$ cat config.mk
export PLATFORM = sky130hd
export DESIGN_NAME = mem_port_arbiter
export DESIGN_NICKNAME = d
export VERILOG_FILES = /design/src/rtl/mem_port_arbiter.sv
export SDC_FILE = /design/constraint.sdc
export NUM_CORES = 1
export LEC_CHECK = 0
export ABC_AREA = 1
export CAP_MARGIN = 20
export CORE_UTILIZATION = 42
export CTS_BUF_LIST = sky130_fd_sc_hd__clkbuf_8
export CTS_CLUSTER_DIAMETER = 40
export DETAILED_ROUTE_END_ITERATION = 12
export HOLD_SLACK_MARGIN = 0.06
export PLACE_DENSITY = 0.82
export SLEW_MARGIN = 15
export SYNTH_ARGS = -nofsm -noshare
export SYNTH_HDL_FRONTEND = slang
export SYNTH_SLANG_ARGS = --single-unit
$ cat constraint.sdc
create_clock -name CLK -period 1.6 [get_ports CLK]
set_input_delay 0.32 -clock CLK [delete_from_list [all_inputs] [get_ports CLK]]
set_output_delay 0.32 -clock CLK [all_outputs]
set_load 0.005 [all_outputs]
$ cat src/rtl/mem_port_arbiter.sv
// Shares one memory bus port between fetch and data access. Data normally wins; a starvation count forces fetch through.
// Read ack arrives 3 cycles after the request with immediate GNT (2 for stores). One transaction in flight; bus fields are held until BUS_GNT.
module mem_port_arbiter #(
    parameter int unsigned STARVE_MAX = 4
) (
    input  logic        CLK,
    input  logic        RST,
    input  logic        IF_REQ,
    input  logic [31:0] IF_ADDR,
    input  logic        IF_FLUSH,
    output logic        IF_ACK,
    output logic [31:0] IF_RDATA,
    input  logic        MEM_RE,
    input  logic        MEM_WE,
    input  logic [31:0] MEM_ADDR,
    input  logic [31:0] MEM_WDATA,
    input  logic [3:0]  MEM_BE,
    output logic        MEM_ACK,
    output logic [31:0] MEM_RDATA,
    output logic        BUS_REQ,
    output logic        BUS_WE,
    output logic [31:0] BUS_ADDR,
    output logic [31:0] BUS_WDATA,
    output logic [3:0]  BUS_BE,
    input  logic        BUS_GNT,
    input  logic        BUS_RVALID,
    input  logic [31:0] BUS_RDATA,
    output logic        STALL_FETCH,
    output logic        STALL_MEM
);
    localparam logic [3:0] STARVE_LIM = STARVE_MAX[3:0];

    typedef enum logic [1:0] {IDLE, ISSUE, WAIT, DONE} state_t;

    state_t     state;
    logic [3:0] starve_cnt;
    logic       owner_if;
    logic       kill;

    logic mem_pend;
    logic if_pend;
    logic if_wins;
    logic mem_wins;
    logic flush_own;
    logic kill_now;

    assign mem_pend  = MEM_RE | MEM_WE;
    assign if_pend   = IF_REQ & ~IF_FLUSH;
    assign if_wins   = if_pend & (~mem_pend | (starve_cnt == STARVE_LIM));
    assign mem_wins  = mem_pend & ~if_wins;
    assign flush_own = owner_if & IF_FLUSH;
    // A flush arriving in the same cycle as the response must still suppress it.
    assign kill_now  = kill | flush_own;

    assign STALL_FETCH = IF_REQ & ~IF_ACK;
    assign STALL_MEM   = mem_pend & ~MEM_ACK;

    always_ff @(posedge CLK) begin
        if (RST) begin
            state      <= IDLE;
            starve_cnt <= 4'd0;
            owner_if   <= 1'b0;
            kill       <= 1'b0;
            IF_ACK     <= 1'b0;
            MEM_ACK    <= 1'b0;
            IF_RDATA   <= 32'd0;
            MEM_RDATA  <= 32'd0;
            BUS_REQ    <= 1'b0;
            BUS_WE     <= 1'b0;
            BUS_ADDR   <= 32'd0;
            BUS_WDATA  <= 32'd0;
            BUS_BE     <= 4'd0;
        end else begin
            IF_ACK  <= 1'b0;
            MEM_ACK <= 1'b0;
            case (state)
                IDLE: begin
                    if (if_wins) begin
                        owner_if   <= 1'b1;
                        kill       <= 1'b0;
                        starve_cnt <= 4'd0;
                        BUS_REQ    <= 1'b1;
                        BUS_WE     <= 1'b0;
                        BUS_ADDR   <= IF_ADDR;
                        BUS_WDATA  <= 32'd0;
                        BUS_BE     <= 4'hF;
                        state      <= ISSUE;
                    end else if (mem_wins) begin
                        owner_if  <= 1'b0;
                        kill      <= 1'b0;
                        if (if_pend && (starve_cnt != STARVE_LIM))
                            starve_cnt <= starve_cnt + 4'd1;
                        BUS_REQ   <= 1'b1;
                        BUS_WE    <= MEM_WE;
                        BUS_ADDR  <= MEM_ADDR;
                        BUS_WDATA <= MEM_WDATA;
                        BUS_BE    <= MEM_WE ? MEM_BE : 4'hF;
                        state     <= ISSUE;
                    end
                end
                ISSUE: begin
                    if (BUS_GNT) begin
                        BUS_REQ <= 1'b0;
                        // Once the slave has accepted, the access must run to completion.
                        if (flush_own)
                            kill <= 1'b1;
                        if (BUS_WE) begin
                            IF_ACK  <= owner_if & ~kill_now;
                            MEM_ACK <= ~owner_if;
                            state   <= DONE;
                        end else begin
                            state <= WAIT;
                        end
                    end else if (flush_own) begin
                        BUS_REQ <= 1'b0;
                        state   <= IDLE;
                    end
                end
                WAIT: begin
                    if (BUS_RVALID) begin
                        if (owner_if) begin
                            if (!kill_now) begin
                                IF_RDATA <= BUS_RDATA;
                                IF_ACK   <= 1'b1;
                            end
                        end else begin
                            MEM_RDATA <= BUS_RDATA;
                            MEM_ACK   <= 1'b1;
                        end
                        state <= DONE;
                    end else if (flush_own) begin
                        kill <= 1'b1;
                    end
                end
                DONE: begin
                    kill  <= 1'b0;
                    state <= IDLE;
                end
                default: state <= IDLE;
            endcase
        end
    end
endmodule

# Word level (Yosys, flattened, before mapping)
# Cells that the tools add are included.
# W data, S select, Z words.
[totals]
regBits = 144
input_bits = 140
out_inout_bits = 138
[op_classes]
n_addsub = 1
eq_ne = 10
muxes = 42
n_bitwise = 17
n_reduce_logical = 12
[op_table]
columns = ["op", "count"]
rows = [
  ["$mux W32", 4],
  ["$mux W4", 6],
  ["$mux W1", 22],
  ["$reduce_and A3 Y1", 5],
  ["$mux W2", 5],
  ["$pmux W2 S4", 1],
  ["$and A1 B1 Y1", 7],
  ["$not A1 Y1", 7],
  ["$ne A2 B2 Y1 const B", 3],
  ["$ne A3 B3 Y1 const B", 2],
  ["$pmux W1 S2", 3],
  ["$reduce_bool A2 Y1", 3],
  ["$add A4 B1 Y4 const B", 1],
  ["$eq A2 B2 Y1 const B", 2],
  ["$eq A4 B3 Y1 const B", 1],
  ["$ne A4 B3 Y1 const B", 1],
  ["$pmux W1 S4", 1],
  ["$reduce_and A4 Y1", 1],
  ["$or A1 B1 Y1", 3],
  ["$eq A2 B1 Y1 const B", 1],
  ["$logic_not A2 Y1", 1],
  ["$reduce_and A2 Y1", 1],
  ["$logic_and A1 B1 Y1", 1],
]

# Depth between registers and ports, before layout
# Gate-level depths: netlist (run 1).
[logic_depth]
depth_word = 9
ltp_mapped = 10

# Worst setup path before layout (run 1)
# No wires, ideal clock.
[synth_path]
path_type = "flip-flop to flip-flop"
startpoint = "reg state[0]"
endpoint = "reg BUS_BE[0]"
arrival_ps = 1327
t_required_ps = 1487
slack_ps = 160
path_stages_with_launch = 11
path_buffers = 2
period_less_slack_ps = 1440
path_cell_list = "dfxtp_1 > inv_1 > ha_1 > inv_2 > a21oi_4 > buf_4 > buf_4 > nor2_1 > nor2_1 > o21ai_1 > inv_1"
[synth_between]
elab_chain_len = 2
[synth_rtl]
columns = ["item", "line_no", "rtl"]
rows = [
  ["start, declared", "35", "state_t state;"],
  ["start signal, assigned", "60", "state <= IDLE;"],
  ["start signal, assigned", "87", "state <= ISSUE;"],
  ["start signal, assigned", "98", "state <= ISSUE;"],
  ["$logic_not A2 Y1", "76", "case (state)"],
  ["$reduce_and A2 Y1 (no line)", "n/a", ""],
  ["end signal, assigned", "97", "BUS_BE <= MEM_WE ? MEM_BE : 4'hF;"],
  ["end, declared", "24", "output logic [3:0] BUS_BE,"],
]
# No other way between the ends.
# A chain may end at the register's enable or synchronous reset.

==> run summary, run 1 <==
outcome = complete, no violations
fin crit period = 1.541 ns
Vias/cell = 4.931
delay-heaviest family, CP = buffers and inverters
CP dominant cell by count = inv_2
final setup fails = 0
multi-input logic area = 0.002492 mm^2
Hold Path Class = reg -> reg
hpwl dp = 13610 um
power per cell area = 1365 mW/mm^2
pre-CTS WS = -0.3609 ns
clk buf depth = 2
critical path cell sequence = inv_2 > ha_2 > inv_2 > a21oi_4 > buf_6 > buf_12 > clkbuf_16 > o21ai_1 > nor2_1
Die ar. = 0.01445 mm^2
Detail Route Antenna Nets = 0
clock sink count = 144
kind of critical path = reg -> reg
clk slew on worst S/H paths = 0.08 ns
Unique masters post-synth = 24
dominant cells by area after synthesis = dfxtp_1, nor2_1, o21ai_1
final WL = 19660 um
syn nets = 964
Syn Std Cell Area = 0.005869 mm^2
Vias = 6385
Die Height = 120.2 um
first-pass GRT wire length = 29910 um
WHS Path Cells = 2
R2R depth = 9
port bufs = 277
Worst Path Buf+Inv = 5
CP max stage delay = 0.36 ns
Yosys reg bits = 144
average size of a mapped cell = 7.167 um^2
post-route cell area = 0.009390 mm^2
Worst setup EP type = flop
CP Data Arrival Time = 1.89 ns
CP Max Fanout = 17
router iterations before antenna repair = 5
max cap viols = 0
CTS root buf = clkbuf_8
Finished Core Util = 0.6980
Tcrit/Tclk final = 0.9630
number of core rows = 42
CTS tree = built
EDFF count, synth = 0
Max H-tree Level = 4
Area Growth Syn to Fin = 59.99%
Slowest cell on crit path = dfxtp_1
hold_ws = 0.4453 ns
hold wc startpoint = BUS_REQ$_SDFFE_PP0P_
RR Endpoint = BUS_WDATA[18]$_SDFFE_PP0P_
grt ovf = 0
Reg2Reg Setup Slack = 0.06 ns
cts bufs inserted = 17
Syn Inst Count = 819
Final Hold Fails = 0
Fin Setup TNS = 0 ns
vias in the first global route = 5993
Slew Limit Fails = 0
Synth Warn # = 0
overall power = 12.81 mW
RSZ-0062 raised after global routing = no
ys async rst share = 0
Rel. slew slack = 0.7838
Total GRT Usage = 0.2656
Die Wd = 120.2 um
CP required = 1.95 ns
pin count of the biggest net entering global routing = 42
number of antenna violations at the first check in global routing = 0
leading area contributor after synthesis = dfxtp_1
core footprint = 0.01345 mm^2
Wirelength per Cell = 15.18 um
Initial DRC Count = 398
initial core utilization = 0.4363
DP Area = 0.009006 mm^2
setup ws final = 0.05923 ns
crit start category = flop
Register Area = 0.002933 mm^2
filler instances = 1150
worst-margin pin slew = 0.3214 ns
Worst Skew = 0.008151 ns
top-count cell post-synth = nor2_1
DP Cell Count = 1258
Layout Cells excl Fill = 1295
Synth top area share = 0.4912
top cell types by occurrence after synthesis = nor2_1, dfxtp_1, o21ai_1
leakage = 4.787 nW
Hold EP = BUS_REQ$_SDFFE_PP0P_
sequential area share after synthesis = 0.4912
most common flop cell mapped by yosys = dfxtp_1
Max Clk Rate = 0.6490 GHz
Final Wtd Congestion = 0.8441
DRC viols = 0
layout cell share with drive strength beyond 1 = 0.1215
VDD IR-drop max = 0.7729 mV
clk_lat worst skew = 0.45 ns
I/O pins = 278
Nets = 1251
number of inserted diodes = 0
worst max-delay path by stage:
| stage | start | to | slack [ns] | cells after the start |
|---|---|---|---|---|
| 2_1_floorplan | state[0]$_SDFFE_PP0P_ | BUS_BE[0]$_SDFFE_PP0P_ | 0.16 | 10 |
| 3_3_place_gp | IF_FLUSH | BUS_ADDR[7]$_SDFFE_PP0P_ | -0.30 | 8 |
| 3_5_place_dp | IF_FLUSH | BUS_WDATA[16]$_SDFFE_PP0P_ | -0.36 | 8 |
| 4_1_cts | IF_REQ | STALL_FETCH | 0.03 | 4 |
| 5_1_grt | flop | BUS_ADDR[0]$_SDFFE_PP0P_ | 0.001 | 10 |
| 6_report | flop | BUS_WDATA[18]$_SDFFE_PP0P_ | 0.06 | 9 |
power breakdown:
part           internal [mW]  leakage, nW  switching, mW
clock network           1.53        0.199           1.43
registers               4.49         1.20          0.410
logic                   2.45         3.39           2.51
total                   8.47         4.79           4.34
layer usage:
| metal | part of all wire | track usage |
|---|---|---|
| met4 | 0.034 | 0.1343 |
| met1 | 0.39 | 0.2833 |
| met5 | 0 | 0 |
| met3 | 0.10 | 0.1104 |
| met2 | 0.48 | 0.4497 |
cell type report:
cell class | instances | area share
Timing Repair Buffer | 322 | 0.3318
Tap cell | 176 | 0.02345
Inverter | 60 | 0.02398
Sequential cell | 144 | 0.3123
Clock inverter | 15 | 0.01812
Multi-Input combinational cell | 561 | 0.2654
Clock buffer | 17 | 0.02492
cell usage in the layout (no fill, tap or decap), types with 2 or more instances in the layout:
cell type        instances
inv_1                   51
nand3_1                 76
dfxtp_2                 40
o21ai_0                  8
buf_12                  11
nand2_2                  2
buf_6                    3
inv_2                   10
clkinv_4                 2
clkinvlp_4               4
xor2_1                   2
clkdlybuf4s50_1        137
ha_1                     4
bufinv_16                3
o21ai_1                 92
clkinv_2                 4
dlygate4sd2_1          139
clkbuf_8                17
clkbuf_16                2
dfxtp_1                104
a21oi_1                 40
buf_4                   29
nor2_1                 239
nand2_1                 87
nor2_4                   2
nor4_1                   2
cells by family (layout without fill, tap and decap cells):
kind of cell             count (synthesis)  in the layout  share of synthesized area
AND/OR/NAND/NOR                        412            412                     0.2850
flip-flops                             144            144                     0.4912
AO/OA/AOI/OAI                          142            142                     0.1234
adder cells (fa/ha/maj)                  5              5                    0.01066
buffers and inverters                  114            414                    0.08676
XOR/XNOR                                 2              2                   0.002985
sequential cells by signal, summed over array words and instances, names as in the netlist, named ones only:
| register | cells |
|---|---|
| kill | 1 |
| BUS_REQ | 1 |
| MEM_ACK | 1 |
| state | 1 |
| starve_cnt | 4 |
| BUS_ADDR | 32 |
| MEM_RDATA | 32 |
| IF_ACK | 1 |
| BUS_WE | 1 |
| IF_RDATA | 32 |
| owner_if | 1 |
| BUS_WDATA | 32 |
| BUS_BE | 4 |
worst register-to-register path, cell delays in order (launching register included):
cell and delay (ns):
dfxtp_1 0.36, inv_2 0.07, ha_2 0.18, inv_2 0.09, a21oi_4 0.05, buf_6 0.15, buf_12 0.13, clkbuf_16 0.17
o21ai_1 0.18, nor2_1 0.07
repair_timing:
action	in CTS	in global routing
endpoints found under the setup margin	139	32
endpoints found under the hold margin	0	0
gates resized for setup	180	10
gates cloned	0	2
hold buffers	0	0
setup buffers	2	1
No activity file was read; power rests on OpenSTA's default activity.
==> run 2: changes to the inputs <==
--- a/config.mk
+++ b/config.mk
@@ -13,6 +13,7 @@
 export DETAILED_ROUTE_END_ITERATION = 12
 export HOLD_SLACK_MARGIN = 0.06
 export PLACE_DENSITY = 0.82
+export SETUP_SLACK_MARGIN = 0.2
 export SLEW_MARGIN = 15
 export SYNTH_ARGS = -nofsm -noshare
 export SYNTH_HDL_FRONTEND = slang
==> run summary, run 2 (synthesis gave the netlist of run 1 again) <==
Rel. slew slack = 0.5905 (-0.1933)
pin count of the biggest net entering global routing = 42 (unchanged)
Seq pwr share = 0.296 (-0.087)
failing checks = negative setup slack
clk slew on worst S/H paths = 0.10 ns (+0.02 ns)
DP Cell Count = 1266 (+0.64%)
cts bufs inserted = 17 (unchanged)
leakage = 5.266 nW (+10%)
internal power = 10.77 mW (+27%)
core footprint = 0.01345 mm^2 (unchanged)
WHS Path Cells = 3 (+1)
delay-heaviest family, CP = buffers and inverters
overall power = 18.50 mW (+44%)
Worst Path Buf+Inv = 6 (+1)
Layout Cells excl Fill = 1360 (+5.0%)
Final Hold Fails = 0 (unchanged)
RSZ-0062 raised after global routing = yes
RR Endpoint = BUS_WDATA[6]$_SDFFE_PP0P_
Worst Skew = 0.02482 ns (+0.01666 ns)
Final Wtd Congestion = 0.8162 (-3.3%)
CP Data Arrival Time = 2.52 ns (+0.63 ns)
Comb power frac = 0.518 (+0.131)
hold wc startpoint = MEM_BE[0]
final WL = 38540 um (+96%)
Max Clk Rate = 0.4545 GHz (-30%)
pre-CTS WS = -0.3146 ns (+0.04628 ns)
origin of the critical flop-to-flop path = state[0]$_SDFFE_PP0P_
CTS root buf = clkbuf_8
worst-margin pin slew = 0.6120 ns (+0.2906 ns)
CP dominant cell by count = inv_4
Hold Path Class = in -> reg
power per cell area = 1639 mW/mm^2 (+20%)
Max H-tree Level = 4 (unchanged)
Register Area = 0.002984 mm^2 (+1.7%)
commonest non-fill, non-tap cell in the layout = nor2_1
Die Wd = 120.2 um (unchanged)
Nets = 1313 (+5.0%)
hpwl dp = 13980 um (+2.7%)
critical path cell sequence = inv_4 > ha_4 > inv_4 > a21oi_4 > buf_6 > buf_8 > buf_4 > buf_16 > o21ai_1 > nor2_1
final setup fails = 35 (+35)
clk buf depth = 2 (unchanged)
hold_ws = 0.4339 ns (-0.01147 ns)
fin crit period = 2.200 ns (+0.6594 ns)
Slowest cell on crit path = nor2_1
Slew Limit Fails = 0 (unchanged)
clk_lat worst skew = 0.49 ns (+0.04 ns)
R2R depth = 10 (+1)
VDD IR-drop max = 0.8310 mV (+7.5%)
kind of critical path = reg -> reg
router iterations before antenna repair = 8 (+3)
outcome = complete, but fails checks
number of cells on the critical path = 10 (+1)
Area Growth Syn to Fin = 92.39%
most frequent cells in the layout = nor2_1, clkdlybuf4s50_1, dfxtp_2
Reg2Reg Setup Slack = -0.60 ns (-0.66 ns)
crit start category = flop
layout cell share with drive strength beyond 1 = 0.3653 (+0.2437)
multi-input logic area = 0.003336 mm^2 (+34%)
first-pass GRT wire length = 36980 um (+24%)
Detail Route Antenna Nets = 0 (unchanged)
Die Height = 120.2 um (unchanged)
Total GRT Usage = 0.3355 (+0.06991)
Die ar. = 0.01445 mm^2 (unchanged)
port bufs = 277 (unchanged)
Wirelength per Cell = 28.34 um (+87%)
CP Max Fanout = 6 (-11)
Worst setup EP type = flop
Vias/cell = 6.249 (+27%)
switching share of power = 0.4178 (+0.07878)
max cap viols = 0 (unchanged)
filler instances = 627 (-45%)
number of antenna violations at the first check in global routing = 6 (+6)
Initial DRC Count = 1427 (+260%)
CP required = 1.92 ns (-0.03 ns)
Clk pwr share = 0.185 (-0.046)
clock sink count = 144 (unchanged)
initial core utilization = 0.4363 (unchanged)
CP max stage delay = 0.53 ns (+0.17 ns)
grt ovf = 0 (unchanged)
setup ws final = -0.6002 ns (-0.6594 ns)
Vias = 8498 (+33%)
DRC viols = 0 (unchanged)
CTS tree = built
vias in the first global route = 6982 (+17%)
I/O pins = 278 (unchanged)
number of core rows = 42 (unchanged)
Hold EP = BUS_BE[0]$_SDFFE_PP0P_
Tcrit/Tclk final = 1.375 (+0.4122)
switching power = 7.729 mW (+78%)
-- run 2: changes by cell type in the layout (fill, tap and decap cells not counted), sizes merged --
cell,delta
clkdlybuf4s50,-1
clkinvlp,-1
bufinv,+1
clkinv,-3
dlymetal6s2s,+1
clkdlybuf4s15,+39
diode,+4
dlygate4sd2,-72
clkbuf,+33
buf,+64
-- run 2: cell type report --
type | instances | area share
repair buffers | 384 | 0.3600
multi-input cells | 561 | 0.2954
flip-flops and latches | 144 | 0.2643
clock buffers | 19 | 0.02316
inverters | 60 | 0.02061
well taps | 176 | 0.01950
clock inverters | 12 | 0.01618
diodes | 4 | 0.0008864
-- run 2: how the worst max path moves through the flow --
stage	startpoint	endpoint	slack, ns
after detailed placement	MEM_WE	STALL_MEM	-0.31
after floorplan	state[0]$_SDFFE_PP0P_	BUS_BE[0]$_SDFFE_PP0P_	0.20
after CTS	flop	BUS_ADDR[14]$_SDFFE_PP0P_	0.1
final	state[0]$_SDFFE_PP0P_	BUS_WDATA[6]$_SDFFE_PP0P_	-0.60
after global placement	IF_REQ	STALL_FETCH	-0.22
after global routing	state[0]$_SDFFE_PP0P_	BUS_WDATA[6]$_SDFFE_PP0P_	-0.76
-- run 2: through the flow --
step | utilization | instance area (um^2) | TNS [ns]
final | 0.8394 | 11290 | -5.118
after global routing | 0.8390 | 11290 | -5.211
after floorplan | - | 5879 | 0
after global placement | 0.6834 | 9194 | -14.48
after detailed placement | 0.6834 | 9194 | -18.65
after CTS | 0.7679 | 10330 | 0
-- run 2: timing repair --
item                                    4_1_cts  5_1_grt
hold buffers                                  0        0
pin swaps                                    32       75
buffers inserted                             19       25
resized for setup                           290      309
cloned                                       11        4
endpoints found under the setup margin      256      229
-- run 2: power by group through the flow --
stage / Sequential [mW] / Clock (mW) / Combinational (mW)
2_1_floorplan: 5.02 / 0 / 2.25
3_3_place_gp: 4.93 / 0 / 5.32
3_5_place_dp: 4.96 / 0 / 5.40
4_1_cts: 4.96 / 3.26 / 6.45
5_1_grt: 5.50 / 3.56 / 9.72
6_report: 5.48 / 3.43 / 9.59
-- run 2: worst reg2reg max path, delay by kind of cell, from the launching register on --
kind	cells	cell delay, ns
buffers and inverters	6	0.72
AOI/OAI and AO/OA	2	0.30
DFF	1	0.35
and+or+nand+nor	1	0.53
adders and majority gates	1	0.16
-- run 2: routing by layer --
| layer | track usage | part of all wire | vias to the layer above |
|---|---|---|---|
| met5 | 0 | 0.0050 | - |
| met4 | 0.2160 | 0.11 | 10 |
| met3 | 0.1406 | 0.18 | 424 |
| met2 | 0.5704 | 0.40 | 934 |
| met1 | 0.3372 | 0.31 | 3818 |
| li1 | - | - | 3312 |
==> run 3: changes to the inputs <==
--- a/config.mk
+++ b/config.mk
@@ -18,3 +18,4 @@
 export SYNTH_ARGS = -nofsm -noshare
 export SYNTH_HDL_FRONTEND = slang
 export SYNTH_SLANG_ARGS = --single-unit
+export TNS_END_PERCENT = 1
==> run summary, run 3 (synthesis gave the netlist of run 1 again) <==
outcome = complete, but fails checks
failing checks = negative setup slack
hold buffers post-CTS = 0 (unchanged)
CP dominant cell by count = buf_12
Worst setup EP type = flop
final setup fails = 1 (-97%)
CTS tree = built
Reg2Reg Setup Slack = -0.01 ns (+0.59 ns)
Die Height = 120.2 um (unchanged)
DRC viols = 0 (unchanged)
grt ovf = 0 (unchanged)
Area Growth Syn to Fin = 75.42%
layout cell share with drive strength beyond 1 = 0.2162 (-0.1491)
hpwl dp = 14040 um (+0.45%)
clock sink count = 144 (unchanged)
number of inserted diodes = 0 (-4)
Register Area = 0.002938 mm^2 (-1.6%)
clk buf depth = 2 (unchanged)
CP Max Fanout = 6 (unchanged)
CP required = 1.99 ns (+0.07 ns)
power per cell area = 1468 mW/mm^2 (-10%)
max cap viols = 0 (unchanged)
multi-input logic area = 0.002928 mm^2 (-12%)
Nets = 1270 (-3.3%)
Final Hold Fails = 0 (unchanged)
Worst Path Buf+Inv = 6 (unchanged)
commonest non-fill, non-tap cell in the layout = nor2_1
Max H-tree Level = 4 (unchanged)
I/O pins = 278 (unchanged)
CP Data Arrival Time = 2.00 ns (-0.52 ns)
filler instances = 905 (+44%)
Detail Route Antenna Nets = 0 (unchanged)
clk slew on worst S/H paths = 0.09 ns (about the same)
core footprint = 0.01345 mm^2 (unchanged)
Total GRT Usage = 0.2933 (-0.04219)
vias in the first global route = 6594 (-5.6%)
fin crit period = 1.611 ns (-0.5893 ns)
kind of critical path = reg -> reg
Die Wd = 120.2 um (unchanged)
Rel. slew slack = 0.8071 (+0.2166)
Tcrit/Tclk final = 1.007 (-0.3683)
worst-margin pin slew = 0.2867 ns (-0.3253 ns)
clk_lat worst skew = 0.45 ns (-0.04 ns)
most frequent cells in the layout = nor2_1, clkdlybuf4s50_1, dlygate4sd2_1
number of cells on the critical path = 11 (+1)
delay-heaviest family, CP = buffers and inverters
initial core utilization = 0.4363 (unchanged)
VDD IR-drop max = 0.6471 mV (-22%)
R2R depth = 11 (+1)
Final Wtd Congestion = 0.8193 (+0.38%)
Initial DRC Count = 617 (-57%)
cts bufs inserted = 17 (unchanged)
number of core rows = 42 (unchanged)
Worst Skew = 0.01357 ns (-0.01124 ns)
crit start category = flop
pin count of the biggest net entering global routing = 33 (-21%)
leakage = 5.002 nW (-5.0%)
Vias = 6990 (-18%)
router iterations before antenna repair = 7 (-1)
RSZ-0062 raised after global routing = yes
CP max stage delay = 0.34 ns (-0.19 ns)
final WL = 23750 um (-38%)
critical path cell sequence = inv_2 > ha_4 > inv_4 > a21oi_4 > buf_12 > buf_12 > buf_8 > nor2_4 > nor2_2 > nand2_1 > inv_1
setup ws final = -0.01088 ns (+0.5893 ns)
pre-CTS WS = -0.3976 ns (-0.08301 ns)
RR Endpoint = BUS_ADDR[24]$_SDFFE_PP0P_
Slowest cell on crit path = dfxtp_2
overall power = 15.11 mW (-18%)
Vias/cell = 5.320 (-15%)
Max Clk Rate = 0.6208 GHz (+37%)
number of antenna violations at the first check in global routing = 0 (-6)
Hold Path Class = reg -> reg
port bufs = 277 (unchanged)
CTS root buf = clkbuf_8
first-pass GRT wire length = 33140 um (-10%)
Slew Limit Fails = 0 (unchanged)
Die ar. = 0.01445 mm^2 (unchanged)
Wirelength per Cell = 18.07 um (-36%)
endpoint of the most critical setup path = BUS_ADDR[24]$_SDFFE_PP0P_
run 3: worst min path at each step:
stage | slack, ns | cells past startpoint | from | endpoint
6_report | 0.45 | 2 | BUS_REQ$_SDFFE_PP0P_ | BUS_REQ$_SDFFE_PP0P_
5_1_grt | 0.45 | 3 | MEM_BE[3] | BUS_BE[3]$_SDFFE_PP0P_
4_1_cts | 0.43 | 3 | BUS_RDATA[12] | IF_RDATA[12]$_SDFFE_PP0P_
3_5_place_dp | 0.43 | 2 | BUS_REQ$_SDFFE_PP0P_ | BUS_REQ$_SDFFE_PP0P_
3_3_place_gp | 0.43 | 2 | BUS_REQ$_SDFFE_PP0P_ | BUS_REQ$_SDFFE_PP0P_
2_1_floorplan | 0.43 | 2 | MEM_BE[0] | BUS_BE[0]$_SDFFE_PP0P_
run 3: layout make-up:
type | count | area share
Sequential cell | 144 | 0.2853
Tap cell | 176 | 0.02139
Clock buffer | 17 | 0.02272
Clock inverter | 15 | 0.02102
Inverter | 60 | 0.02285
Multi-Input combinational cell | 561 | 0.2844
Timing Repair Buffer | 341 | 0.3423
run 3: per-stage QoR:
stage / std cells / util / TNS [ns] / hold WS (ns) / area, um^2
floorplan: 819 / - / 0 / 0.4331 / 5872
global placement: 1268 / 0.6808 / -29.62 / 0.4333 / 9159
detailed placement: 1268 / 0.6808 / -29.95 / 0.4316 / 9159
CTS: 1300 / 0.7346 / 0 / 0.4306 / 9882
global route: 1314 / 0.7653 / -0.05476 / 0.4548 / 10300
finish: 1314 / 0.7653 / -0.01088 / 0.4469 / 10300
run 3: what timing repair did:
item | CTS | global route
pin swaps | 101 | 18
setup endpoints to repair | 274 | 225
buffers inserted | 0 | 6
gates cloned | 0 | 8
resized for setup | 326 | 42
run 3: worst reg2reg max path, stage by stage (launching register included):
cell     delay [ns]
dfxtp_2        0.34
inv_2          0.10
ha_4           0.17
inv_4          0.04
a21oi_4        0.14
buf_12         0.15
buf_12         0.15
buf_8          0.15
nor2_4         0.05
nor2_2         0.10
nand2_1        0.09
inv_1          0.10
run 3: where the power goes:
group          total [mW]  internal [mW]  switching [mW]
sequential           5.11           4.50           0.608
combinational        6.65           3.36            3.29
clock                3.36           1.85            1.51
total                15.1           9.71            5.40
run 3: layer usage:
layer	track usage	routed length, um
met3	0.1198	2619
met1	0.3030	8470
met5	0	0
met4	0.1620	961
met2	0.5036	11700
